--- src/rtl/rand_history_buf.sv ---
// Circular history of the last DEPTH random values with a browse key stepping back through them.
// Optional RAND_HIST_TIMEOUT_EN: browsing returns to the newest entry after TIMEOUT_CYC idle cycles.
`timescale 1ns/1ps
module rand_history_buf #(
  parameter int unsigned DEPTH       = 8,
  parameter int unsigned WIDTH       = 4,
  parameter int unsigned TIMEOUT_CYC = 50000000
) (
  input  logic                     i_clk,
  input  logic                     i_rst,
  input  logic                     i_valid,
  input  logic [WIDTH-1:0]         i_data,
  input  logic                     i_browse,
  input  logic                     i_clear,
  output logic [WIDTH-1:0]         o_data,
  output logic [$clog2(DEPTH)-1:0] o_index,
  output logic [$clog2(DEPTH):0]   o_count,
  output logic                     o_full,
  output logic                     o_empty,
  output logic [1:0]               o_state
);

  localparam int unsigned AW = $clog2(DEPTH);
  localparam logic [AW:0] DEPTH_CNT = (AW+1)'(DEPTH);

  typedef enum logic [1:0] {
    ST_EMPTY  = 2'd0,
    ST_LIVE   = 2'd1,
    ST_BROWSE = 2'd2
  } state_t;

  state_t           r_state, w_state_next;
  logic [AW-1:0]    r_wr_ptr, w_wr_ptr_next;
  logic [AW-1:0]    r_index, w_index_next;
  logic [AW:0]      r_count, w_count_next;
  logic [WIDTH-1:0] r_data;
  logic [WIDTH-1:0] r_mem [DEPTH];
  logic             w_write;
  logic [AW:0]      w_index_inc;
  logic [AW-1:0]    w_rd_addr;
  logic             w_timeout;

`ifdef RAND_HIST_TIMEOUT_EN
  localparam int unsigned TW = $clog2(TIMEOUT_CYC);
  localparam logic [TW-1:0] IDLE_LAST = TW'(TIMEOUT_CYC - 1);
  logic [TW-1:0] r_idle;

  assign w_timeout = (r_state == ST_BROWSE) && (r_idle == IDLE_LAST);

  always_ff @(posedge i_clk) begin
    if (i_rst || (w_state_next != ST_BROWSE) || i_browse || i_valid || i_clear)
      r_idle <= '0;
    else
      r_idle <= r_idle + TW'(1);
  end
`else
  assign w_timeout = 1'b0;
`endif

  assign w_index_inc = {1'b0, r_index} + (AW+1)'(1);

  // NOTE: every variable driven here gets a default first so no latch is inferred.
  always_comb begin
    w_state_next  = r_state;
    w_index_next  = r_index;
    w_wr_ptr_next = r_wr_ptr;
    w_count_next  = r_count;
    w_write       = 1'b0;
    if (i_clear) begin
      w_state_next  = ST_EMPTY;
      w_index_next  = '0;
      w_wr_ptr_next = '0;
      w_count_next  = '0;
    end else if (i_valid) begin
      w_write       = 1'b1;
      w_wr_ptr_next = r_wr_ptr + AW'(1);
      w_count_next  = (r_count == DEPTH_CNT) ? r_count : r_count + (AW+1)'(1);
      w_state_next  = ST_LIVE;
      w_index_next  = '0;
    end else if (i_browse) begin
      case (r_state)
        ST_LIVE: begin
          if (r_count >= (AW+1)'(2)) begin
            w_state_next = ST_BROWSE;
            w_index_next = AW'(1);
          end
        end
        ST_BROWSE: begin
          if (w_index_inc == r_count) begin
            w_state_next = ST_LIVE;
            w_index_next = '0;
          end else begin
            w_index_next = w_index_inc[AW-1:0];
          end
        end
        default: ;
      endcase
    end else if (w_timeout) begin
      w_state_next = ST_LIVE;
      w_index_next = '0;
    end
  end

  assign w_rd_addr = w_wr_ptr_next - AW'(1) - w_index_next;

  // NOTE: sequential state uses non-blocking assignments so every register samples pre-edge values.
  always_ff @(posedge i_clk) begin
    if (i_rst) begin
      r_state  <= ST_EMPTY;
      r_wr_ptr <= '0;
      r_index  <= '0;
      r_count  <= '0;
      r_data   <= '0;
    end else begin
      r_state  <= w_state_next;
      r_wr_ptr <= w_wr_ptr_next;
      r_index  <= w_index_next;
      r_count  <= w_count_next;
      // A write always selects index 0, i.e. the slot being written, so forward i_data.
      if (w_state_next == ST_EMPTY)
        r_data <= '0;
      else if (w_write)
        r_data <= i_data;
      else
        r_data <= r_mem[w_rd_addr];
    end
  end

  // NOTE: the storage array has no reset; count and pointer define which entries are meaningful.
  always_ff @(posedge i_clk) begin
    if (w_write)
      r_mem[r_wr_ptr] <= i_data;
  end

  assign o_data  = r_data;
  assign o_index = r_index;
  assign o_count = r_count;
  assign o_full  = (r_count == DEPTH_CNT);
  assign o_empty = (r_count == '0);
  assign o_state = r_state;

endmodule

--- config.mk ---
export PLATFORM = sky130hd
export DESIGN_NAME = rand_history_buf
export DESIGN_NICKNAME = d
export VERILOG_FILES = /design/src/rtl/rand_history_buf.sv
export SDC_FILE = /design/constraint.sdc
export NUM_CORES = 1
export LEC_CHECK = 0
export BUFFER_PORTS_ARGS = -buffer_cell sky130_fd_sc_hd__buf_2
export CAP_MARGIN = 20
export CORE_MARGIN = 8
export CORE_UTILIZATION = 55
export CTS_CLUSTER_DIAMETER = 100
export DETAILED_ROUTE_END_ITERATION = 16
export PLACE_DENSITY = 0.76
export SYNTH_ARGS = -nofsm -noshare
export SYNTH_HDL_FRONTEND = slang
export SYNTH_SLANG_ARGS = --single-unit
export TNS_END_PERCENT = 30
--- constraint.sdc ---
create_clock -name i_clk -period 3.78 [get_ports i_clk]
set_input_delay 0.378 -clock i_clk [delete_from_list [all_inputs] [get_ports i_clk]]
set_output_delay 0.378 -clock i_clk [all_outputs]
set_load 0.01 [all_outputs]
## Yosys cells after proc, flatten, opt, wreduce, memory -nomap -nowiden

Memories as Yosys holds them, arrays and structs flattened. A register that Yosys moved wholly into a read port is not among the register bits.
Cells that the tools add are included.

| storage, ports and cells | value |
|---|---|
| register bits | 12 |
| bits in latches | 0 |
| bits in writable memories | 32 |
| bits in read-only memories | 0 |
| output and inout bits | 15 |
| word-level logic and storage cells | 39 |
| memories | 1 |

Memories:

| memory | depth | width | rd ports | clocked after memory_dff | write ports | line | RTL |
|---|---|---|---|---|---|---|---|
| r_mem | 8 | 4 | 1 | 1 | 1 | 37 | `logic [WIDTH-1:0] r_mem [DEPTH];` |

| operators by class | value |
|---|---|
| $add $sub $neg | 5 |
| $mul | 0 |
| divide/modulo/power cells | 0 |
| order comparisons | 1 |
| equal/unequal tests | 4 |
| shifts and indexed selects | 0 |
| multiplexer cells | 18 |
| bitwise gates (word level) | 1 |
| reduce and logical (&&, ||, !) cells | 5 |

Operators with widths:

| kind | count |
|---|---|
| $mux 3 | 7 |
| $mux 2 | 5 |
| $pmux 3 s2 | 1 |
| $add 3x1->4 const B | 1 |
| $add 4x1->4 const B | 1 |
| $eq 4x4->1 | 1 |
| $eq 4x4->1 const B | 1 |
| $ge 4x2->1 const B | 1 |
| $logic_not 4->1 | 1 |
| $mux 1 | 4 |
| $pmux 2 s2 | 1 |
| $reduce_or 2->1 | 2 |
| $add 3x1->3 const B | 1 |
| $sub 3x1->3 const B | 1 |
| $sub 3x3->3 | 1 |
| $eq 2x1->1 const B | 1 |
| $eq 2x2->1 const B | 1 |
| $logic_not 2->1 | 1 |
| $reduce_and 2->1 | 1 |
| $not 1->1 | 1 |

## Depth between registers and ports, before layout

| logic depth | value |
|---|---|
| word-level depth | 9 |
| depth in mapped cells | 15 |
| depth with buffers taken out | 14 |

## Worst setup path after synthesis

Ideal clock, no wire load.

| path | value |
|---|---|
| path kind | flip-flop to flip-flop |
| start point | reg r_count[0], in the netlist o_count[0] |
| end point | reg r_data[2], in the netlist o_data[2], read port of r_mem |
| setup time | 0.116 ns |
| arrival time | 3.291 ns |
| required time | 3.664 ns |
| setup slack | 0.373 ns |
| cell stages (with the launch flop) | 14 |
| path buffers | 1 |
| period minus slack after synthesis | 3.407 ns |
| path through | dfxtp_1 inv_1 ha_1 or4_4 and3_2 a211o_1 nand3_1 ha_1 fa_1 clkbuf_1 mux4_2 nor4_1 mux2i_1 and4_1 |

| on the way | value |
|---|---|
| longest elaborated chain between the ends | 8 |

Ends and longest elaborated chain:

| element | line | RTL |
|---|---|---|
| start: declaration | 35 | `logic [AW:0] r_count, w_count_next;` |
| start signal: assignment | 118 | `r_count <= w_count_next;` |
| parallel branches: the longest is 8 deep, another holds $ge 4x2->1 | -- |  |
| end: declaration | 36 | `logic [WIDTH-1:0] r_data;` |

Several ways; the timed one is not identified.
A chain may end at the register's enable or synchronous reset.

## Final worst setup path

Same ends and word-level chain as after synthesis.

==> impl_table.tex <==
\begin{tabular}{lr}
\hline
Metric & Value \\
\hline
\multicolumn{2}{l}{\textbf{Run status}} \\
\quad Result of the run & finished, final reports clean \\
\multicolumn{2}{l}{\textbf{Worst setup path}} \\
\quad Setup slack, reg-to-reg & 230 ps \\
\quad Classification of the worst setup path & flip-flop to flip-flop \\
\quad Sort of element at the end of the critical path & flip-flop \\
\quad Kind of start point of the critical path & flip-flop \\
\quad Worst r2r path cells & 12 \\
\quad CP Data Required Time & 3990 ps \\
\quad Source of the worst register-to-register timing path & o\_count[0] \\
\quad Largest fanout of any net on the critical path & 8 \\
\quad Endpoint of the worst register-to-register path & o\_data[2] \\
\quad Signal arrival time at the worst endpoint & 3760 ps \\
\multicolumn{2}{l}{\textbf{STA}} \\
\quad Hold Slack & 322 ps \\
\quad Final worst-path setup slack & 228 ps \\
\quad Final Hold Vio Count & 0 \\
\quad Max-slew violation total from the final report & 0 \\
\quad Final worst clock skew & 10.4 ps \\
\quad Final critical delay including setup and external delays & 3550 ps \\
\quad Pin slew with the least headroom to its limit & 622 ps \\
\quad Final setup violation count & 0 \\
\quad Final period utilization & 94.0\% \\
\quad Worst slew margin & 58.2\% \\
\quad Fmax & 282 MHz \\
\quad Total negative setup slack & 0 ps \\
\quad RSZ-0062 raised after global routing & false \\
\multicolumn{2}{l}{\textbf{Clock tree}} \\
\quad Clock buffer count from CTS & 5 \\
\quad CTS tree & yes \\
\quad Worst-case clock buffer depth & 2 \\
\quad Clock transition at the registers of the reported paths & 90 ps \\
\quad \# H-tree levels & 2 \\
\quad Sinks on the clock net & 48 \\
\quad Skew-Pair Late Insertion Delay & 300 ps \\
\quad Root buffer selected by CTS & sky130\_fd\_sc\_hd\_\_clkbuf\_8 \\
\quad Post-CTS setup repair buffer count & 0 \\
\multicolumn{2}{l}{\textbf{Global routing}} \\
\quad First-pass GRT wire length & 6810 um \\
\quad Vias in the first global route & 1432 \\
\quad Initial antenna violation count & 0 \\
\quad Global route overflow & 0 \\
\quad Pin count of the biggest net entering global routing & 20 \\
\quad Global-route usage over all layers & 13.3\% \\
\multicolumn{2}{l}{\textbf{Synthesis}} \\
\quad Ys Warns & 0 \\
\quad Count of state elements after synthesis & 48 \\
\quad Post-Synthesis Cell Area & 0.00237 mm\^{}2 \\
\quad Top post-synthesis cells by area & sky130\_fd\_sc\_hd\_\_edfxtp\_1 (41\%), sky130\_fd\_sc\_hd\_\_dfxtp\_1 (14\%), sky130\_fd\_sc\_hd\_\_mux4\_2 (7.6\%) \\
\quad Number of enable-type register cells in the synthesized netlist & 32 \\
\quad Primary FF master, synth & sky130\_fd\_sc\_hd\_\_edfxtp\_1 \\
\quad Netlist cell types & 43 \\
\quad Proportion of netlist area held by the largest area contributor & 40.5\% \\
\quad Async set-or-reset flop fraction in the synthesized netlist & 0\% \\
\quad Synthesized netlist cell count & 190 \\
\quad Leading area contributor after synthesis & sky130\_fd\_sc\_hd\_\_edfxtp\_1 \\
\quad Portion of the post-synthesis area used by sequential elements & 54.0\% \\
\quad Net count of the mapped netlist & 208 \\
\quad Average size of a mapped cell & 12.5 um\^{}2 \\
\multicolumn{2}{l}{\textbf{Routing}} \\
\quad Post-detailed-routing wire length & 4210 um \\
\quad Antenna Violating Nets Remaining & 0 \\
\quad Average wire length per cell after detail routing & 15.9 um \\
\quad Ratio of routed vias to standard cells & 5.74 \\
\quad First-iteration detailed-routing DRC count & 78 \\
\quad Number of vias after detailed routing & 1522 \\
\quad DRC violations left & 0 \\
\quad TritonRoute pass-1 iters & 4 \\
\multicolumn{2}{l}{\textbf{Cells and area}} \\
\quad Fill cells & 345 \\
\quad Commonest non-fill, non-tap cell in the layout & sky130\_fd\_sc\_hd\_\_edfxtp\_1 \\
\quad Commonest cells after routing, fill and taps aside & sky130\_fd\_sc\_hd\_\_edfxtp\_1 (32), sky130\_fd\_sc\_hd\_\_nor2\_1 (23), sky130\_fd\_sc\_hd\_\_buf\_2 (23), sky130\_fd\_sc\_hd\_\_dfxtp\_1 (16), sky130\_fd\_sc\_hd\_\_inv\_1 (10) \\
\quad Area growth syn-to-layout & 11.1\% \\
\quad Number of non-filler instances in the completed layout & 265 \\
\quad Final core utilization & 61.8\% \\
\quad Nets@finish & 230 \\
\quad Final std cell area, no fill & 0.00263 mm\^{}2 \\
\quad Fraction of final layout cells sized beyond drive strength 1 & 24.4\% \\
\quad N\_diodes & 0 \\
\multicolumn{2}{l}{\textbf{Floorplanning}} \\
\quad Starting utilization of the core area & 55.6\% \\
\quad DIE HEIGHT & 81.7 um \\
\quad Total Die Area & 0.00667 mm\^{}2 \\
\quad Floorplan die width & 81.7 um \\
\quad Top-Level Pins & 24 \\
\quad Standard-cell rows & 24 \\
\quad Core box area & 0.00426 mm\^{}2 \\
\multicolumn{2}{l}{\textbf{Placed design}} \\
\quad Port-buffer cells & 23 \\
\quad DP Wirelength & 3120 um \\
\quad Pre-CTS worst setup slack & 234 ps \\
\quad Area post-placement & 0.00252 mm\^{}2 \\
\quad GPL Wtd Cong & 0.820 \\
\quad Number of placed instances with taps included & 257 \\
\multicolumn{2}{l}{\textbf{Pwr}} \\
\quad Switching power share of the total & 22.4\% \\
\quad Worst voltage drop across the vdd grid & 0.284 mV \\
\quad Reported net switching power & 0.233 mW \\
\quad Logic pwr share & 9.4\% \\
\quad Power share of the sequential group & 54.6\% \\
\quad Clock network fraction of total power & 35.9\% \\
\quad Internal power & 0.809 mW \\
\quad Total power divided by cell area & 396 mW/mm\^{}2 \\
\quad Pleak & 1.01 nW \\
\quad Total power of the final layout & 1.04 mW \\
\multicolumn{2}{l}{\textbf{Worst hold path}} \\
\quad Hold Path Origin & i\_rst \\
\quad Cells on Worst Hold Path & 2 \\
\quad Hold endpoint & o\_index[0] \\
\quad Hold/Removal Path Class & input pin to flip-flop \\
\multicolumn{2}{l}{\textbf{Run}} \\
\quad Total of max-cap violations & 0 \\
\hline
\end{tabular}
[routing by layer]
metal  up-vias  routed length (um)  GRT usage (%)
li1        742                   -              -
met4         0                  51           4.21
met1       744                1950           17.6
met3         5                 200           3.06
met5         -                   0              0
met2        31                2010           21.2
[power groups by stage]
| stage | clock, mW | combinational, mW | sequential, mW |
|---|---|---|---|
| 2_1_floorplan | 0 | 0.0684 | 0.583 |
| 3_3_place_gp | 0 | 0.0965 | 0.581 |
| 3_5_place_dp | 0 | 0.0975 | 0.581 |
| 4_1_cts | 0.380 | 0.0978 | 0.569 |
| 5_1_grt | 0.398 | 0.107 | 0.570 |
| 6_report | 0.375 | 0.0985 | 0.569 |
[cells in the mapped netlist, drive strengths merged (2+ instances only)]
| cell type | count |
|---|---|
| a21oi | 3 |
| nand2b | 3 |
| buf | 3 |
| a221oi | 3 |
| nand3b | 2 |
| nand3 | 5 |
| or2 | 3 |
| nor3 | 8 |
| edfxtp | 32 |
| clkbuf | 6 |
| nor2b | 3 |
| o221a | 3 |
| nor4 | 2 |
| inv | 10 |
| nor3b | 2 |
| xnor2 | 7 |
| nand2 | 8 |
| mux4 | 8 |
| xor2 | 5 |
| ha | 8 |
| nor2 | 23 |
| dfxtp | 16 |
| a211o | 2 |
| mux2i | 9 |
| a31oi | 2 |
[worst max-delay path: stages, from the launching register on]
cell,delay (ps)
sky130_fd_sc_hd__dfxtp_1,420
sky130_fd_sc_hd__inv_1,120
sky130_fd_sc_hd__ha_1,210
sky130_fd_sc_hd__or4_4,420
sky130_fd_sc_hd__and3_2,240
sky130_fd_sc_hd__a211o_1,260
sky130_fd_sc_hd__nand3_1,110
sky130_fd_sc_hd__ha_1,170
sky130_fd_sc_hd__fa_2,530
sky130_fd_sc_hd__mux4_2,370
sky130_fd_sc_hd__nor4_1,290
sky130_fd_sc_hd__mux2i_1,120
sky130_fd_sc_hd__and4_1,180
[cells by family (layout without fill, tap and decap cells)]
kind of cell / after synthesis / in the layout / share of synthesized area (%)
mux: 17 / 17 / 11.7
xor+xnor: 13 / 13 / 5.38
simple gates: 65 / 65 / 13.8
buf+inv: 19 / 42 / 3.38
compound gates: 19 / 19 / 6.60
fa+ha+maj: 9 / 9 / 5.07
flops: 48 / 48 / 54.0
[worst max path at each step]
stage | startpoint | to | slack (ps) | cells after the start
5_1_grt | o_count[0] | o_data[2] | 50 | 12
3_5_place_dp | o_count[0] | o_data[2] | 230 | 12
2_1_floorplan | o_count[0] | o_data[2] | 370 | 13
4_1_cts | o_count[0] | o_data[2] | 220 | 12
6_report | o_count[0] | o_data[2] | 230 | 12
3_3_place_gp | o_index[0] | o_data[2] | 340 | 12
[state kept, by name (all words and copies together) (netlist names)]
signal / flops
r_mem: 32
o_count: 4
o_data: 4
o_index: 3
r_wr_ptr: 3
o_state: 2
[cell type report]
class / count / area (um^2) / area share, %
Timing Repair Buffer: 24 / 123 / 4.66
Tap cell: 52 / 65.1 / 2.47
Clock buffer: 5 / 68.8 / 2.61
Multi-Input combinational cell: 123 / 1010 / 38.4
Sequential cell: 48 / 1280 / 48.6
Clock inverter: 3 / 46.3 / 1.76
Inverter: 10 / 37.5 / 1.43
[timing repair]
action | 4_1_cts | 5_1_grt
gates resized for setup | 0 | 1
endpoints found under the setup margin | 0 | 1
hold buffers | 0 | 0
Note: power is estimated with default switching activity, not from simulation.
